`src/rtl/aes_byte_serializer.sv`:
```
// rtl/aes_byte_serializer.sv - loads a plaintext block and key in parallel and streams them byte-serially to encrypt
module aes_byte_serializer #(
    parameter int BLOCK_BYTES = 16,
    parameter int BYTE_W      = 8
) (
    input  logic                          clock,
    input  logic                          resetn,
    input  logic                          start,
    input  logic [BLOCK_BYTES*BYTE_W-1:0] message,
    input  logic [BLOCK_BYTES*BYTE_W-1:0] key_in,
    input  logic                          hold,
    output logic                          busy,
    output logic [BYTE_W-1:0]             in_byte,
    output logic [BYTE_W-1:0]             key_byte,
    output logic                          enable,
    output logic                          last,
    output logic                          done
);

    localparam int W     = BLOCK_BYTES * BYTE_W;
    localparam int CNT_W = (BLOCK_BYTES > 1) ? $clog2(BLOCK_BYTES) : 1;
    localparam logic [CNT_W-1:0] LAST_CNT = CNT_W'(BLOCK_BYTES - 1);

    typedef enum logic [1:0] {
        IDLE = 2'd0,
        SEND = 2'd1,
        DONE = 2'd2
    } state_t;

    state_t           state, state_nxt;
    logic [CNT_W-1:0] cnt, cnt_nxt;
    logic [W-1:0]     data_sr, data_nxt;
    logic [W-1:0]     key_sr, key_nxt;

    always_ff @(posedge clock or negedge resetn) begin
        if (!resetn) begin
            state   <= IDLE;
            cnt     <= '0;
            data_sr <= '0;
            key_sr  <= '0;
        end else begin
            state   <= state_nxt;
            cnt     <= cnt_nxt;
            data_sr <= data_nxt;
            key_sr  <= key_nxt;
        end
    end

    // enable follows hold combinationally so a stall takes effect in the same cycle
    always_comb begin
        state_nxt = state;
        cnt_nxt   = cnt;
        data_nxt  = data_sr;
        key_nxt   = key_sr;
        enable    = 1'b0;
        last      = 1'b0;
        done      = 1'b0;
        case (state)
            IDLE: begin
                if (start) begin
                    data_nxt  = message;
                    key_nxt   = key_in;
                    cnt_nxt   = '0;
                    state_nxt = SEND;
                end
            end
            SEND: begin
                enable = ~hold;
                last   = ~hold & (cnt == LAST_CNT);
                if (!hold) begin
                    data_nxt = {data_sr[W-BYTE_W-1:0], {BYTE_W{1'b0}}};
                    key_nxt  = {key_sr[W-BYTE_W-1:0], {BYTE_W{1'b0}}};
                    if (cnt == LAST_CNT) begin
                        cnt_nxt   = '0;
                        state_nxt = DONE;
                    end else begin
                        cnt_nxt = cnt + CNT_W'(1);
                    end
                end
            end
            DONE: begin
                done      = 1'b1;
                state_nxt = IDLE;
            end
            default: state_nxt = IDLE;
        endcase
    end

    assign busy     = (state != IDLE);
    assign in_byte  = data_sr[W-1 -: BYTE_W];
    assign key_byte = key_sr[W-1 -: BYTE_W];

endmodule
```
`config.mk`:
```
export PLATFORM = sky130hd
export DESIGN_NAME = aes_byte_serializer
export DESIGN_NICKNAME = d
export VERILOG_FILES = /design/src/rtl/aes_byte_serializer.sv
export SDC_FILE = /design/constraint.sdc
export NUM_CORES = 1
export LEC_CHECK = 0
export BUFFER_PORTS_ARGS = -buffer_cell sky130_fd_sc_hd__buf_4
export CORE_ASPECT_RATIO = 0.8
export CORE_MARGIN = 2
export CORE_UTILIZATION = 55
export DETAILED_ROUTE_END_ITERATION = 12
export PLACE_DENSITY = 0.81
export SLEW_MARGIN = 15
export SYNTH_ARGS = -nofsm -noshare
export SYNTH_HDL_FRONTEND = slang
export SYNTH_SLANG_ARGS = --single-unit
export TNS_END_PERCENT = 5
```
`constraint.sdc`:
```
create_clock -name clock -period 1.8 [get_ports clock]
set_input_delay 0.36 -clock clock [delete_from_list [all_inputs] [get_ports clock]]
set_output_delay 0.36 -clock clock [all_outputs]
set_load 0.05 [all_outputs]
```
==> results.tsv <==
metric	value	unit
largest net degree at the start of global routing	106	
sequential area share after synthesis	53.1	%
PwrDens	1510	nW/um2
Fmax	0.509	GHz
Layout Nets	1880	
htree depth	1	
count leader, synth	nand2_1	
Hold Crit Start	key_in[3]	
crit-path cells	nand2b_4 -> nor3_4 -> buf_6	
cell taking the most area after synthesis	dfrtp_1	
fillcell total	1609	
I/O Pins	280	
first-pass GRT wire length	56500	um
total global routing overflow	0	
Core Region	22300	um2
failing checks	setup timing	
Final Hold Viols	0	
layout cells sized above 1	27.1	%
pre-CTS WS	18.6	ps
GPL Wtd Cong	0.871	
mux contribution to synthesized area	3.45	%
post-synth top area share	53.1	%
TritonCTS clock tree	done	
root buf cell	clkbuf_16	
Iter 0 DRT Violations	1505	
Mapped Cells	1381	
min Tclk post-route	1960	ps
VDD IR max	0.655	mV
initial antenna violation count	1	
Post-synth EDFFs	0	
number of global-route vias before repair	10900	
synthesized area	12400	um2
buffer levels on the longest clock path	3	
post-synth cell types	27	
Arr. time, crit path	1600	ps
Post-Synth Adder-Cell Area	0.101	%
Pre-Repair DR Iteration Count	5	
Starting Density	55.5	%
TNS Setup	-899	ps
crit end category	primary output	
Hold Crit Class	primary input to flip-flop	
vias after detailed routing	11600	
critical path peak fanout	7	
Largest delay share family, worst path	flip-flops	
routed vias/inst	5.94	
Die X	172	um
Yosys reg bits	262	
Async SR Flop Fraction	100	%
total wire length	36600	um
YS warnings	0	
largest family of logic cells by synthesized area	simple AND/OR/NAND/NOR gates	
Max stage delay on crit path	480	ps
die height	138	um
leak pwr	7.13	nW
Worst Clk Skew	8.23	ps
Slowest-stage cell, CP	dfrtp_2	
Reg clk slew, reported paths	60	ps
Req. time, crit path	1440	ps
Compound-Gate Fraction of Synth Area	12.8	%
Worst-Skew Late Latency	530	ps
non-filler cells, final	1944	
DP Wirelength	24000	um
Area Growth Syn to Fin	29.9	%
RSZ-0062 raised after global routing	yes	
number of I/O port buffers	279	
post-route ant nets	0	
status	finished with violations	
die footprint	23700	um2
global-route usage over all layers	29.5	%
Post-Synth XOR/XNOR Area	0	%
Final setup viols	19	
Max Cap Viol	0	
Num CTS Buffers	27	
crit path launch	state[1]	
Main synth FF type	dfrtp_1	
Worst Path Class, Setup	flip-flop to primary output	
worst-margin pin slew	541	ps
Slew Viols, Final	0	
Slew HR	63.9	%
simple-gate share of the synthesized area	23.6	%
routed length per placed instance	18.8	um
worst path bufs/invs	1	
DP Cell Count	1872	
RR Startpoint	state[1]	
CTS Sinks	262	
startpoint types	flip-flop	
Post-Syn Nets	1642	
crit share post-route	109	%
# DRC	0	
top post-synthesis cells by count	450 x nand2_1, 262 x dfrtp_1, 226 x nor3_1	
row cnt	49	
Syn Area/Cell	8.95	um2
synth top area cells	dfrtp_1 53%, nand2_1 14%, a31oi_1 11%	
PnR worst setup slack	-165	ps
[cell families (layout without fill, tap and decap cells)]
family	count (synthesis)	count (layout)
buffers and inverters	149	405
DFF	262	262
muxes	34	34
AOI/OAI and AO/OA	244	244
other	0	1
and+or+nand+nor	691	691
adders and majority gates	1	1
[report_power, final]
group	switching (mW)	internal, mW
Sequential	1.41	8.21
Combinational	4.97	3.93
Clock	2.29	3.38
[stage by stage]
step	hold WS [ps]	total power [mW]	utilization, %	instance area, um2
2_1_floorplan	64.4	15.4	-	12400
3_3_place_gp	230	17.6	66.2	14700
3_5_place_dp	234	18.0	66.2	14700
4_1_cts	55.5	23.8	70.8	15800
5_1_grt	72.5	25.6	72.1	16000
6_report	61.2	24.2	72.1	16100
[registers in the layout (all words and copies together) (netlist names)]
name     count
data_sr    128
key_sr     128
cnt          4
state        2
[final timing paths]
kind                       slack (ps)  depth (start not counted)            to
setup / recovery                 -160                          3          last
hold / removal                     60                          2     key_sr[3]
setup reg to reg                  -60                          6  data_sr[120]
hold reg to reg                   500                          1    data_sr[2]
max in group asynchronous         880                          3    key_sr[37]
min in group asynchronous         270                          2   data_sr[86]
[what timing repair did]
item,4_1_cts,5_1_grt
gates resized for setup,12,22
buffers inserted,10,8
endpoints found under the setup margin,4,232
pin swaps,4,2
cloned,0,5
endpoints found under the hold margin,22,0
hold buffers,1,0
[per-layer routing]
metal / global-route usage (%) / part of all wire (%) / vias up
met1: 45.3 / 42 / 5539
met3: 4.12 / 9.1 / 75
met2: 44.5 / 46 / 643
met4: 7.45 / 2.8 / 0
met5: 0 / 0 / -
li1: - / - / 5299
[worst reg2reg max path: stages, from the launching register on]
cell	delay (ps)
dfrtp_2	470
nand2b_4	190
buf_4	120
buf_8	130
buf_12	200
mux2_2	360
mux2_2	270
[cell type report]
type / count / area, um2 / area share (%)
inverters: 1 / 3.75 / 0.0234
multi-input cells: 970 / 5010 / 31.2
well taps: 306 / 383 / 2.39
clock buffers: 38 / 767 / 4.78
clock inverters: 9 / 124 / 0.772
diodes: 1 / 2.50 / 0.0156
repair buffers: 357 / 3200 / 20.0
flip-flops and latches: 262 / 6560 / 40.9
[layout by cell type, fill, tap and decap left out, types with 11 or more instances in the layout]
| cell | synthesis | layout |
|---|---|---|
| nand2_1 | 450 | 450 |
| buf_4 | 20 | 310 |
| dfrtp_1 | 262 | 260 |
| nor3_1 | 226 | 225 |
| a31oi_1 | 223 | 222 |
| clkbuf_16 | 0 | 32 |
| buf_12 | 0 | 21 |
| mux2_2 | 21 | 20 |
| a22o_1 | 18 | 18 |
| mux2_4 | 12 | 13 |
| buf_6 | 27 | 11 |
No activity file was read; power rests on OpenSTA's default activity.
